<file path="src/rtl/in_keys.sv">
// Debounced key/coin input port with an Avalon-style slave register file.
// Raw lines are synchronised, debounced per bit, and rising edges are latched into a maskable interrupt.
module in_keys #(
    parameter int WIDTH           = 4,
    parameter int DEBOUNCE_CYCLES = 500000,
    parameter bit ACTIVE_LOW      = 1'b1
) (
    input  logic             clk,
    input  logic             reset,
    input  logic [1:0]       address,
    input  logic             chipselect,
    input  logic             write_n,
    input  logic [WIDTH-1:0] writedata,
    input  logic [WIDTH-1:0] in_port,
    output logic [WIDTH-1:0] readdata,
    output logic             irq
);

    localparam int            CW     = (DEBOUNCE_CYCLES > 1) ? $clog2(DEBOUNCE_CYCLES) : 1;
    localparam logic [CW-1:0] CNT_TC = CW'(DEBOUNCE_CYCLES - 1);

    localparam logic [1:0] ADDR_DATA   = 2'd0;
    localparam logic [1:0] ADDR_RSVD   = 2'd1;
    localparam logic [1:0] ADDR_MASK   = 2'd2;
    localparam logic [1:0] ADDR_EDGE   = 2'd3;

    logic [WIDTH-1:0] in_norm;
    logic [WIDTH-1:0] sync1_q;
    logic [WIDTH-1:0] sync2_q;
    logic [WIDTH-1:0] stable_q;
    logic [WIDTH-1:0] stable_d;
    logic [WIDTH-1:0] stable_dly_q;
    logic [WIDTH-1:0] mismatch;
    logic [WIDTH-1:0] qual_q;
    logic [WIDTH-1:0] qual_d;
    logic [CW-1:0]    cnt_q [WIDTH];
    logic [CW-1:0]    cnt_d [WIDTH];
    logic [WIDTH-1:0] mask_q;
    logic [WIDTH-1:0] mask_d;
    logic [WIDTH-1:0] edge_q;
    logic [WIDTH-1:0] edge_d;
    logic [WIDTH-1:0] clr_bits;
    logic             wr_en;

    assign in_norm  = ACTIVE_LOW ? ~in_port : in_port;
    assign mismatch = sync2_q ^ stable_q;

    // qual_q delays the start of counting by one cycle after a fresh mismatch,
    // so a constant level lands on stable exactly DEBOUNCE_CYCLES+2 edges after sync1 samples it.
    always_comb begin
        stable_d = stable_q;
        for (int i = 0; i < WIDTH; i++) begin
            cnt_d[i] = cnt_q[i];
            if (!mismatch[i]) begin
                cnt_d[i] = '0;
            end else if (qual_q[i]) begin
                if (cnt_q[i] == CNT_TC) begin
                    stable_d[i] = sync2_q[i];
                    cnt_d[i]    = '0;
                end else begin
                    cnt_d[i] = cnt_q[i] + 1'b1;
                end
            end
        end
        qual_d = sync2_q ^ stable_d;
    end

    assign wr_en    = chipselect & ~write_n;
    assign clr_bits = (wr_en && (address == ADDR_EDGE)) ? writedata : '0;

    // Set is ORed in after the clear so a coincident edge wins over write-1-clear.
    always_comb begin
        mask_d = mask_q;
        if (wr_en && (address == ADDR_MASK)) begin
            mask_d = writedata;
        end
        edge_d = (edge_q & ~clr_bits) | (stable_q & ~stable_dly_q);
    end

    always_ff @(posedge clk) begin
        if (reset) begin
            sync1_q      <= '0;
            sync2_q      <= '0;
            stable_q     <= '0;
            stable_dly_q <= '0;
            qual_q       <= '0;
            mask_q       <= '0;
            edge_q       <= '0;
            for (int i = 0; i < WIDTH; i++) begin
                cnt_q[i] <= '0;
            end
        end else begin
            sync1_q      <= in_norm;
            sync2_q      <= sync1_q;
            stable_q     <= stable_d;
            stable_dly_q <= stable_q;
            qual_q       <= qual_d;
            mask_q       <= mask_d;
            edge_q       <= edge_d;
            for (int i = 0; i < WIDTH; i++) begin
                cnt_q[i] <= cnt_d[i];
            end
        end
    end

    always_comb begin
        readdata = '0;
        case (address)
            ADDR_DATA: readdata = stable_q;
            ADDR_RSVD: readdata = '0;
            ADDR_MASK: readdata = mask_q;
            ADDR_EDGE: readdata = edge_q;
            default:   readdata = '0;
        endcase
    end

    assign irq = |(edge_q & mask_q);

endmodule

</file>
<file path="config.mk">
export PLATFORM = sky130hd
export DESIGN_NAME = in_keys
export DESIGN_NICKNAME = d
export VERILOG_FILES = /design/src/rtl/in_keys.sv
export SDC_FILE = /design/constraint.sdc
export NUM_CORES = 1
export LEC_CHECK = 0
export CORE_MARGIN = 5
export CORE_UTILIZATION = 50
export CTS_BUF_LIST = sky130_fd_sc_hd__clkbuf_8 sky130_fd_sc_hd__clkbuf_16
export DETAILED_ROUTE_END_ITERATION = 10
export GPL_ROUTABILITY_DRIVEN = 0
export PLACE_DENSITY = 0.68
export SLEW_MARGIN = 40
export SYNTH_ARGS = -nofsm -noshare
export SYNTH_HDL_FRONTEND = slang
export SYNTH_SLANG_ARGS = --single-unit
</file>
<file path="constraint.sdc">
create_clock -name clk -period 2.86 [get_ports clk]
set_clock_uncertainty 0.2 [all_clocks]
set_input_delay 0.429 -clock clk [delete_from_list [all_inputs] [get_ports clk]]
set_output_delay 0.429 -clock clk [all_outputs]
set_load 0.1 [all_outputs]
</file>
# Word-level counts from Yosys, hierarchy flattened
# Memories as Yosys holds them, arrays and structs flattened.
# Index checks and enable logic that the tools add are counted.
[word_totals]
reg_bits = 28
mem_bits_rw = 76
in_bits = 14
output_inout_bits = 5
elab_cells = 71
memories = 1
[mem_list]
columns = ["memory", "depth", "word_bits", "read_ports", "rd_clocked_by_memory_dff", "wr", "line_no", "text"]
rows = [
  ["cnt_q", 4, 19, 4, 0, 4, "36", "logic [CW-1:0] cnt_q [WIDTH];"],
]
[op_classes]
add_sub_neg = 4
eq_ne = 7
muxes = 33
n_bitwise = 15
reduce_logical = 4
[op_table]
columns = ["cell", "n"]
rows = [
  ["19-bit 2-to-1 mux", 16],
  ["19-bit by 1-bit adder with 19-bit output (second input constant)", 4],
  ["19-bit == test (second input constant)", 4],
  ["4-bit one-hot mux with 4 select lines", 1],
  ["1-bit 2-to-1 mux", 15],
  ["4-bit AND", 3],
  ["4-bit inverter", 3],
  ["4-bit bitwise XOR", 2],
  ["2-bit == test (second input constant)", 2],
  ["4-bit 2-to-1 mux", 1],
  ["1-bit OR", 4],
  ["4-bit OR", 1],
  ["4-bit OR reduction", 1],
  ["2-bit by 1-bit == test with 1-bit output (second input constant)", 1],
  ["1-bit logical AND", 2],
  ["2-bit logical NOT", 1],
  ["1-bit AND", 1],
  ["1-bit inverter", 1],
]

# Logic depth before layout (Yosys ltp)
[logic_depth]
depth_word = 7
depth_mapped = 7
ltp_nobuf = 5

# Worst setup path after synthesis
# OpenSTA, ideal clock, no wires.
[synth_timing]
path_kind = "input -> output"
from = "in address[1]"
to = "out readdata[0]"
arrival_time_ns = 2.974
path_slack_ns = -0.743
path_stages = 3
cell_sequence = "clkbuf_1 -> mux2i_1 -> o21ai_0"
[synth_between]
elab_chain_len = 2
word_cells_on_any_way = 5
[synth_rtl]
columns = ["element", "line_no", "text"]
rows = [
  ["from (decl)", "10", "input logic [1:0] address,"],
  ["2-bit == test (tied with other cells)", "108", "case (address)"],
  ["4-bit one-hot mux with 4 select lines (*)", "108", ""],
  ["to (decl)", "15", "output logic [WIDTH-1:0] readdata,"],
]
# Mark *: on every way between the ends. The rest lies on a longest branch, timed or not.

# Worst setup path in the final report
[layout_timing]
from = "in address[1]"
to = "out readdata[2]"
# Same word-level chain as after synthesis.

==> run metrics <==
Post-Syn Nets 543; filler instances 853; register area 2080 sq um; Power Internal 1.99 mW; first-pass GRT wire length 15.0 mm; dpl hpwl 5.88 mm; synth warn 0; Hold Vio Cnt, Final 0; clock-pin slew on the worst setup and hold paths ~0.10 ns; # resized after CTS 0; clock share of power 0.399; total CTS buffers 9; sequential share of the synthesized area 0.454; HP Class flip-flop to flip-flop; CTS H-tree lvls 3; Top-Level Pins 19; pin count of the biggest net entering global routing 21; post-CTS repair timing setup buffer count 0; ys flop type dfxtp_1; RSZ-0062 raised after global routing false; GR Overflow Total 0; P&R area growth vs syn 11.8%; core area 9110 sq um; Final Max Slew Viols 0; 1st-iter DRT viols approximately 110; slew margin rel. 0.647; initial antenna violation count 0; register-to-register setup slack roughly 0.60 ns; Routed Antenna Nets 0; die width approximately 110 um; first drt pass iteration count 4; FFs w/ async S/R, synth 0; CTS tree built; drt wl/cell 12.8 um; status finished, final reports clean; Max Clk Rate 398 MHz; area of the multi-input gates 2350 sq um; Power Density 496 nW/um^2; Worst EP required 2.23 ns; drt total wl 8.38 mm; post-route minimum period 2.51 ns; Post-Syn Area approximately 4600 sq um; Mean Syn Cell Area 8.73 sq um; clock latency on the worst-skew pair approximately 0.37 ns; Global Route Usage Sum 0.161; kind of critical path input pin to output pin; DR vias/cell ~5.5; clk buf depth 2; P_sw between 500 and 600 uW; max_cap viols 0; Worst Path Max Fanout 10; n_diodes 0; die footprint 11200 sq um; Seq cells post-synth 104; Syn Inst Count 525; fin crit share 0.877; Worst setup SP type input pin; EDFF count, synth 0; crit path DAT between 1.5 and 2 ns; Hold Buf Count CTS 0; leakage power figure 1.55 nW; Slew @ Worst Pin 0.527 ns; DRC Markers 0; fin nets 557; clock sink total 104; Final TNS setup 0 ns; fraction of layout cells with a size suffix above 1 0.0607; via count of the first global-routing pass 3408; FP Rows 35; Yosys cell types 40; CP Capture Type output pin; Switching Share 0.216; Total Power around 2.5 mW; CTS Root Cell clkbuf_8; Die Ht 106 um; via count between 3000 and 4000; Flop pwr share 0.575; Logic pwr share 0.025; Initial Util 0.503; VDD IR max 0.000309 V; number of port buffers 18; final-report setup violation count 0
-- worst max-delay path, stage by stage --
cell and delay, ns:
clkdlybuf4s50_1 0.75, mux2i_1 0.15, o21ai_1 0.32, buf_12 0.22
-- worst paths after layout --
| kind | start | to | cells past startpoint |
|---|---|---|---|
| worst max-delay path | address[1] | readdata[2] | 4 |
| worst max register to register | cnt_q[2][7] | cnt_q[2][7] | 5 |
| worst min-delay path | sync1_q[2] | sync2_q[2] | 1 |
| worst min register to register | sync1_q[2] | sync2_q[2] | 1 |
-- power groups by stage --
| stage | combinational, mW | clock, mW | sequential [mW] |
|---|---|---|---|
| finish | 0.0645 | 1.01 | 1.46 |
| detailed placement | 0.0648 | 0 | 1.49 |
| floorplan | 0.0356 | 0 | 1.49 |
| global route | 0.0711 | 1.11 | 1.46 |
| global placement | 0.0638 | 0 | 1.49 |
| CTS | 0.0652 | 1.05 | 1.46 |
-- layout by cell type (no fill, tap or decap), types with 3 or more instances in the layout --
cell type	synthesis	final
o21ai_1	3	8
nor4_1	11	11
nand4b_1	4	4
buf_12	0	4
nand3b_1	3	3
a21oi_1	25	25
nor3_1	12	12
or4_1	14	14
clkdlybuf4s50_1	0	13
mux2i_1	12	12
buf_4	0	8
inv_1	15	15
clkbuf_8	0	9
o21ai_0	14	9
dfxtp_1	104	104
nor2b_1	12	12
xnor2_1	36	36
and4_1	7	7
nor4b_1	3	3
nor2_1	77	77
xor2_1	21	21
nand3_1	28	28
ha_1	4	4
or3_1	10	10
o31ai_1	11	11
and3_1	4	4
nand4_1	23	23
nand2_1	32	32
-- cell usage after synthesis, types with 3 or more instances --
| library cell | n | share of area |
|---|---|---|
| nand3b_1 | 3 | 0.0049 |
| inv_1 | 15 | 0.012 |
| or4_1 | 14 | 0.023 |
| dfxtp_1 | 104 | 0.45 |
| nor2b_1 | 12 | 0.016 |
| xnor2_1 | 36 | 0.069 |
| o31ai_1 | 11 | 0.018 |
| and3_1 | 4 | 0.0055 |
| a21oi_1 | 25 | 0.027 |
| nand4_1 | 23 | 0.031 |
| or3_1 | 10 | 0.014 |
| nand4b_1 | 4 | 0.0076 |
| xor2_1 | 21 | 0.040 |
| mux2i_1 | 12 | 0.026 |
| nor3_1 | 12 | 0.013 |
| nand2_1 | 32 | 0.026 |
| clkbuf_1 | 15 | 0.012 |
| o21ai_0 | 14 | 0.015 |
| nor2_1 | 77 | 0.063 |
| o21ai_1 | 3 | 0.0033 |
| and4_1 | 7 | 0.013 |
| nor4_1 | 11 | 0.015 |
| nand3_1 | 28 | 0.031 |
| buf_2 | 5 | 0.0055 |
| ha_1 | 4 | 0.011 |
| nor4b_1 | 3 | 0.0057 |
-- stage by stage --
step	std cells	hold WS (ns)	instance area, sq um	setup WS [ns]	utilization
2_1_floorplan	525	0.214	4580	0.00903	-
3_3_place_gp	639	0.224	4900	0.413	0.538
3_5_place_dp	639	0.221	4900	0.361	0.538
4_1_cts	655	0.250	5120	0.342	0.563
5_1_grt	655	0.279	5120	0.260	0.563
6_report	655	0.244	5120	0.351	0.563
-- cell type report --
cell class	instances	area share
well taps	111	0.0271
clock inverters	7	0.0200
clock buffers	9	0.0242
inverters	15	0.0110
repair buffers	25	0.0527
flip-flops and latches	104	0.406
multi-input cells	384	0.459
-- metal layers --
| metal | vias up | global-route usage | share of wire | routed length [um] |
|---|---|---|---|---|
| met5 | - | 0 | 0 | 0 |
| met4 | 0 | 0.0611 | 0.019 | 161 |
| met3 | 10 | 0.0453 | 0.035 | 294 |
| met2 | 37 | 0.257 | 0.46 | 3860 |
| met1 | 1668 | 0.207 | 0.48 | 4060 |
| li1 | 1883 | - | - | - |
-- kinds of logic (layout without fill, tap and decap cells) --
group / after synthesis / after routing / synth area share
AND/OR/NAND/NOR: 251 / 251 / 0.290
buffers and inverters: 37 / 56 / 0.0333
AO/OA/AOI/OAI: 60 / 60 / 0.0767
adder cells (fa/ha/maj): 4 / 4 / 0.0109
XOR/XNOR: 57 / 57 / 0.109
flip-flops: 104 / 104 / 0.454
multiplexers: 12 / 12 / 0.0262
-- sequential cells by signal, indices dropped and copies added, names as in the netlist --
| name | cells |
|---|---|
| stable_q | 4 |
| sync1_q | 4 |
| edge_q | 4 |
| sync2_q | 4 |
| mask_q | 4 |
| cnt_q | 76 |
| stable_dly_q | 4 |
| qual_q | 4 |
(Power assumes the default switching activity.)
